==> src/rtl/rc_sram_pipe.sv <==
// Cache-data SRAM controller stage: takes one d_rc request per cycle, performs the single
// data-SRAM access (merging write-buffer/refill data) and returns load data in order.
module rc_sram_pipe #(
   parameter int SET_W     = 8,
   parameter int WAY_W     = 2,
   parameter int ROB_W     = 4,
   parameter int WBUF_W    = 3,
   parameter int DATA_W    = 128,
   parameter int SRAM_LAT  = 2,
   parameter int RSP_DEPTH = 4
) (
   input  logic                     clk,
   input  logic                     rst,
   input  logic                     rc_valid,
   output logic                     rc_ready,
   input  logic [2:0]               rc_channel_1hot_id,
   input  logic [ROB_W-1:0]         rc_rob_id,
   input  logic [2:0]               rc_op,
   input  logic [SET_W-1:0]         rc_set,
   input  logic [WAY_W-1:0]         rc_way,
   input  logic [WBUF_W-1:0]        rc_wbuf_id,
   input  logic [DATA_W-1:0]        rc_refill_data,
   output logic                     wbuf_rd_en,
   output logic [WBUF_W-1:0]        wbuf_rd_id,
   input  logic [DATA_W-1:0]        wbuf_rd_data,
   input  logic [DATA_W/8-1:0]      wbuf_rd_be,
   output logic                     wbuf_free_valid,
   output logic [WBUF_W-1:0]        wbuf_free_id,
   output logic                     sram_en,
   output logic                     sram_we,
   output logic [WAY_W+SET_W-1:0]   sram_addr,
   output logic [DATA_W-1:0]        sram_wdata,
   input  logic [DATA_W-1:0]        sram_rdata,
   output logic                     rsp_valid,
   input  logic                     rsp_ready,
   output logic [2:0]               rsp_channel_1hot_id,
   output logic [ROB_W-1:0]         rsp_rob_id,
   output logic [DATA_W-1:0]        rsp_data
);

   localparam int BE_W  = DATA_W / 8;
   localparam int PTR_W = (RSP_DEPTH > 1) ? $clog2(RSP_DEPTH) : 1;
   localparam int OCC_W = $clog2(RSP_DEPTH + 1);

   localparam logic [2:0] CACHE_OP_LOAD         = 3'd0;
   localparam logic [2:0] CACHE_OP_STORE        = 3'd1;
   localparam logic [2:0] CACHE_OP_LOAD_REFILL  = 3'd2;
   localparam logic [2:0] CACHE_OP_STORE_REFILL = 3'd3;
   localparam logic [2:0] CACHE_OP_REFILL       = 3'd4;

   function automatic logic op_is_store(input logic [2:0] op);
      return (op == CACHE_OP_STORE) || (op == CACHE_OP_STORE_REFILL);
   endfunction

   function automatic logic op_is_rsp(input logic [2:0] op);
      return (op == CACHE_OP_LOAD) || (op == CACHE_OP_LOAD_REFILL);
   endfunction

   function automatic logic op_is_known(input logic [2:0] op);
      return op <= CACHE_OP_REFILL;
   endfunction

   function automatic logic [PTR_W-1:0] ptr_inc(input logic [PTR_W-1:0] ptr);
      return (ptr == PTR_W'(RSP_DEPTH - 1)) ? '0 : ptr + 1'b1;
   endfunction

   logic accept;
   logic pop;
   logic push;

   logic                     rc_ready_q;
   logic [OCC_W-1:0]         occ_q;
   logic [OCC_W-1:0]         occ_next;

   logic                     s1_valid;
   logic [2:0]               s1_op;
   logic [WAY_W+SET_W-1:0]   s1_addr;
   logic [WBUF_W-1:0]        s1_wbuf_id;
   logic [DATA_W-1:0]        s1_refill;
   logic [2:0]               s1_ch;
   logic [ROB_W-1:0]         s1_rob;
   logic [DATA_W-1:0]        merge_data;

   logic                     dl_valid  [SRAM_LAT];
   logic                     dl_load   [SRAM_LAT];
   logic [2:0]               dl_ch     [SRAM_LAT];
   logic [ROB_W-1:0]         dl_rob    [SRAM_LAT];
   logic [DATA_W-1:0]        dl_refill [SRAM_LAT];

   logic [2:0]               fifo_ch   [RSP_DEPTH];
   logic [ROB_W-1:0]         fifo_rob  [RSP_DEPTH];
   logic [DATA_W-1:0]        fifo_data [RSP_DEPTH];
   logic [PTR_W-1:0]         wr_ptr;
   logic [PTR_W-1:0]         rd_ptr;
   logic [OCC_W-1:0]         fifo_cnt;

   assign rc_ready   = rc_ready_q;
   assign accept     = rc_valid & rc_ready_q;
   assign wbuf_rd_en = accept & op_is_store(rc_op);
   assign wbuf_rd_id = rc_wbuf_id;

   assign rsp_valid           = (fifo_cnt != '0);
   assign pop                 = rsp_valid & rsp_ready;
   assign push                = dl_valid[SRAM_LAT-1];
   assign rsp_channel_1hot_id = fifo_ch[rd_ptr];
   assign rsp_rob_id          = fifo_rob[rd_ptr];
   assign rsp_data            = fifo_data[rd_ptr];

   // Credit covers responses both queued and still travelling down the delay line,
   // so a push can never find the FIFO full.
   assign occ_next = occ_q + OCC_W'(accept & op_is_rsp(rc_op)) - OCC_W'(pop);

   always_ff @(posedge clk or posedge rst) begin
      if (rst) begin
         occ_q      <= '0;
         rc_ready_q <= 1'b0;
      end else begin
         occ_q      <= occ_next;
         rc_ready_q <= (occ_next < OCC_W'(RSP_DEPTH));
      end
   end

   always_ff @(posedge clk or posedge rst) begin
      if (rst) begin
         s1_valid   <= 1'b0;
         s1_op      <= '0;
         s1_addr    <= '0;
         s1_wbuf_id <= '0;
         s1_refill  <= '0;
         s1_ch      <= '0;
         s1_rob     <= '0;
      end else begin
         s1_valid <= accept;
         if (accept) begin
            s1_op      <= rc_op;
            s1_addr    <= {rc_way, rc_set};
            s1_wbuf_id <= rc_wbuf_id;
            s1_refill  <= rc_refill_data;
            s1_ch      <= rc_channel_1hot_id;
            s1_rob     <= rc_rob_id;
         end
      end
   end

   always_comb begin
      merge_data = s1_refill;
      for (int i = 0; i < BE_W; i++) begin
         if (wbuf_rd_be[i]) merge_data[8*i +: 8] = wbuf_rd_data[8*i +: 8];
      end
   end

   always_comb begin
      sram_en         = s1_valid & op_is_known(s1_op);
      sram_we         = sram_en & (s1_op != CACHE_OP_LOAD);
      sram_addr       = s1_addr;
      wbuf_free_valid = s1_valid & op_is_store(s1_op);
      wbuf_free_id    = s1_wbuf_id;
      case (s1_op)
         CACHE_OP_STORE:        sram_wdata = wbuf_rd_data;
         CACHE_OP_STORE_REFILL: sram_wdata = merge_data;
         default:               sram_wdata = s1_refill;
      endcase
   end

   // Delay line matches the SRAM read latency; the last stage lines up with sram_rdata.
   always_ff @(posedge clk or posedge rst) begin
      if (rst) begin
         for (int i = 0; i < SRAM_LAT; i++) begin
            dl_valid[i]  <= 1'b0;
            dl_load[i]   <= 1'b0;
            dl_ch[i]     <= '0;
            dl_rob[i]    <= '0;
            dl_refill[i] <= '0;
         end
      end else begin
         dl_valid[0]  <= s1_valid & op_is_rsp(s1_op);
         dl_load[0]   <= (s1_op == CACHE_OP_LOAD);
         dl_ch[0]     <= s1_ch;
         dl_rob[0]    <= s1_rob;
         dl_refill[0] <= s1_refill;
         for (int i = 1; i < SRAM_LAT; i++) begin
            dl_valid[i]  <= dl_valid[i-1];
            dl_load[i]   <= dl_load[i-1];
            dl_ch[i]     <= dl_ch[i-1];
            dl_rob[i]    <= dl_rob[i-1];
            dl_refill[i] <= dl_refill[i-1];
         end
      end
   end

   always_ff @(posedge clk or posedge rst) begin
      if (rst) begin
         wr_ptr   <= '0;
         rd_ptr   <= '0;
         fifo_cnt <= '0;
         for (int i = 0; i < RSP_DEPTH; i++) begin
            fifo_ch[i]   <= '0;
            fifo_rob[i]  <= '0;
            fifo_data[i] <= '0;
         end
      end else begin
         if (push) begin
            fifo_ch[wr_ptr]   <= dl_ch[SRAM_LAT-1];
            fifo_rob[wr_ptr]  <= dl_rob[SRAM_LAT-1];
            fifo_data[wr_ptr] <= dl_load[SRAM_LAT-1] ? sram_rdata : dl_refill[SRAM_LAT-1];
            wr_ptr            <= ptr_inc(wr_ptr);
         end
         if (pop) rd_ptr <= ptr_inc(rd_ptr);
         fifo_cnt <= fifo_cnt + OCC_W'(push) - OCC_W'(pop);
      end
   end

endmodule

==> config.mk <==
export PLATFORM = sky130hd
export DESIGN_NAME = rc_sram_pipe
export DESIGN_NICKNAME = d
export VERILOG_FILES = /design/src/rtl/rc_sram_pipe.sv
export SDC_FILE = /design/constraint.sdc
export NUM_CORES = 2
export LEC_CHECK = 0
export CORE_AREA = 10 10 275 277
export CTS_CLUSTER_SIZE = 20
export DETAILED_ROUTE_END_ITERATION = 8
export DIE_AREA = 0 0 285 287
export PLACE_DENSITY = 0.9
export SYNTH_ARGS = -nofsm -noshare
export SYNTH_HDL_FRONTEND = slang
export SYNTH_SLANG_ARGS = --single-unit
==> constraint.sdc <==
create_clock -name clk -period 82 [get_ports clk]
set_input_delay 20.5 -clock clk [delete_from_list [all_inputs] [get_ports clk]]
set_output_delay 20.5 -clock clk [all_outputs]
set_load 0.1 [all_outputs]
==> metrics <==
number of antenna violations at the first check in global routing=5; data required time of the worst path=61500 ps; number of warnings issued by yosys=0; cell taking the most area after synthesis=sky130_fd_sc_hd__dfrtp_1; buffers from clock root to sink, at most=3; crit-path max FO=8; critical path's largest stage delay=1150 ps; die footprint=81800 sq um; Post-synth EDFFs=0; H-tree depth=3; number of design rule violations left after detail routing=0; number of cell instances on the worst register-to-register path=6; Final Cycle Share=52.9%; latest clock arrival within the worst-skew pair=650 ps; Critical Path End Type=output port; TritonCTS clock tree=yes; cell with the biggest individual delay on the critical path=sky130_fd_sc_hd__clkdlybuf4s50_1; Num CTS Buffers=97; Area growth syn-to-layout=29.5%; type of the worst setup path=input port to output port; total vias in the final route=26400; vias in the first global route=28600; count of pins over their slew limit=0; Post-Synthesis Cell Area=38200 sq um; Post-Route WL=113000 um; most used cells in the layout excluding fill and tap cells=sky130_fd_sc_hd__dfrtp_1, sky130_fd_sc_hd__clkdlybuf4s50_1, sky130_fd_sc_hd__nor2_1; final hold violation count=0; GR Util All Layers=27.1%; Register Area=24500 sq um; kind of path behind the tightest hold check=flip-flop to flip-flop; maximum number of pins on one net before global-route repair=197; initial detailed-routing violation count=2288; sum of buffers and inverters on the critical path=3; Max Clk Rate=0.0230 GHz; post-synth net total=3273; Clock Pin Slew Worst Setup and Hold Paths=70 ps; average cell area after synthesis=13.5 sq um; count of mapped cells out of synthesis=2837; count of nets after finishing=3932; effective utilization at floorplan=54.8%; status=complete, no violations; Final TNS setup=0 ps; Setup Viol. Count Final=0; area of the core region=69800 sq um; distinct cell type count after synthesis=28; sequential element share of the synthesized area=63.9%; first-pass GRT wire length=173000 um; cell type with the highest occurrence count on the critical path=sky130_fd_sc_hd__clkdlybuf4s50_1; Async S/R FF share, synth=100%; crit-path cells=clkdlybuf4s50_1 -> inv_1 -> a21oi_2 -> mux2_2 -> clkdlybuf4s50_1; sum of overflow across all layers after global routing=0; final worst path period need=43410 ps; Yosys reg bits=977; most frequent standard cell in the layout excluding fill and tap cells=sky130_fd_sc_hd__dfrtp_1; number of detailed-route iterations in the first pass=6; cell class contributing the biggest share of worst-path delay=buffers and inverters; routability congestion estimate from global placement=0.833; Die H=287 um; crit path DAT=22910 ps; Gates resized, CTS repair=0; top cells by area in the synthesized netlist=sky130_fd_sc_hd__dfrtp_1, sky130_fd_sc_hd__mux2_2, sky130_fd_sc_hd__mux4_2, sky130_fd_sc_hd__a21oi_1, sky130_fd_sc_hd__nor2_1; fraction of layout instances using a drive strength above 1=18.7%; Worst R2R Start=wr_ptr[1]$_DFFE_PP0P_; combined area of the multi-input logic cells=12800 sq um; Layout fillers=4135; startpoint types=input port; total number of clock tree sinks=977; die span in x=285 um; dominant register cell in the synthesized netlist=sky130_fd_sc_hd__dfrtp_1; post-route antenna net violation count=0; number of input and output port buffers inserted=711; Avg WL per Cell=25.1 um; IO Pins=712; Root Driver=sky130_fd_sc_hd__clkbuf_16; post-synth top area share=63.9%; endpoint of the worst hold path=dl_refill[89]$_DFF_PP0_; post-CTS setup buffer count=0; Critical R2R Capture=fifo_rob[10]$_DFFE_PP0P_; Worst Max-Slew Pin Slew=1250 ps; sum of net half-perimeters after detailed placement=72300 um; count of hold-fix buffers inserted at cts=0; Max Cap Viol=0; Hold Path Cell Cnt=0; worst hold start=dl_refill[217]$_DFF_PP0_; detail-routed via count per cell=5.84; flop-to-flop setup slack=78680 ps; Row Count=97; setup repair after global routing missed its margin=no; largest clock skew in the final design=39.5 ps; headroom to the max-slew limit=16.4%
[synth_stat cells, types with 7 or more instances]
master	instances
sky130_fd_sc_hd__dfrtp_1	977
sky130_fd_sc_hd__nor2_1	518
sky130_fd_sc_hd__a21oi_1	512
sky130_fd_sc_hd__mux2_2	309
sky130_fd_sc_hd__mux4_2	135
sky130_fd_sc_hd__buf_2	130
sky130_fd_sc_hd__mux2i_1	129
sky130_fd_sc_hd__clkbuf_1	25
sky130_fd_sc_hd__inv_1	25
sky130_fd_sc_hd__buf_1	16
sky130_fd_sc_hd__buf_4	10
sky130_fd_sc_hd__a21oi_4	9
sky130_fd_sc_hd__a21oi_2	7
sky130_fd_sc_hd__ha_1	7
[stage by stage]
| stage | cell area, sq um | hold WS (ps) | instances | utilization, % | setup slack, ps |
|---|---|---|---|---|---|
| floorplan | 38200 | 331 | 2837 | - | 34020 |
| global placement | 45900 | 331 | 4337 | 65.8 | 38710 |
| detailed placement | 45900 | 335 | 4337 | 65.8 | 38620 |
| CTS | 49500 | 334 | 4516 | 70.9 | 38620 |
| global route | 49500 | 347 | 4519 | 71.0 | 38570 |
| finish | 49500 | 330 | 4519 | 71.0 | 38590 |
[layout make-up]
class                   count  area share, %
well taps                 940           2.38
clock buffers             141           5.87
inverters                  26          0.222
diodes                      3         0.0152
repair buffers            743           14.9
multi-input cells        1651           25.9
clock inverters            38           1.35
flip-flops and latches    977           49.4
[registers in the layout, summed over array words and instances, names as in the netlist, 4 cells and up]
name / cells
fifo_data: 512
dl_refill: 256
s1_refill: 128
fifo_rob: 16
fifo_ch: 12
sram_addr: 10
dl_rob: 8
dl_ch: 6
s1_rob: 4
[worst max-delay path by stage]
stage	start	to	slack (ps)	cells after the start
finish	wbuf_rd_be[11]	sram_wdata[88]	38590	5
global route	wbuf_rd_be[11]	sram_wdata[94]	38570	5
CTS	wbuf_rd_be[11]	sram_wdata[94]	38620	5
detailed placement	wbuf_rd_be[12]	sram_wdata[98]	38620	5
global placement	wbuf_rd_be[1]	sram_wdata[8]	38710	5
floorplan	rst	dl_ch[0]$_DFF_PP0_	34020	1
[metal layers]
metal | vias to the layer above | global-route usage (%) | wire [um]
li1 | 11200 | - | -
met1 | 13700 | 32.0 | 40900
met2 | 1188 | 47.3 | 59300
met3 | 306 | 6.33 | 8120
met4 | 4 | 11.6 | 4940
met5 | - | 0 | 21
[cells by family after synthesis]
family / Yosys count / share of synthesized area (%)
AOI/OAI and AO/OA: 531 / 7.29
xor gates and xnor gates: 5 / 0.114
adders and majority gates: 9 / 0.334
buffers and inverters: 209 / 2.62
DFF: 977 / 63.9
muxes: 573 / 20.4
and+or+nand+nor: 533 / 5.29
Power is left out: the tool's default activity adds up to more than one toggle a clock period on the data nets, which glitch-free logic cannot reach.
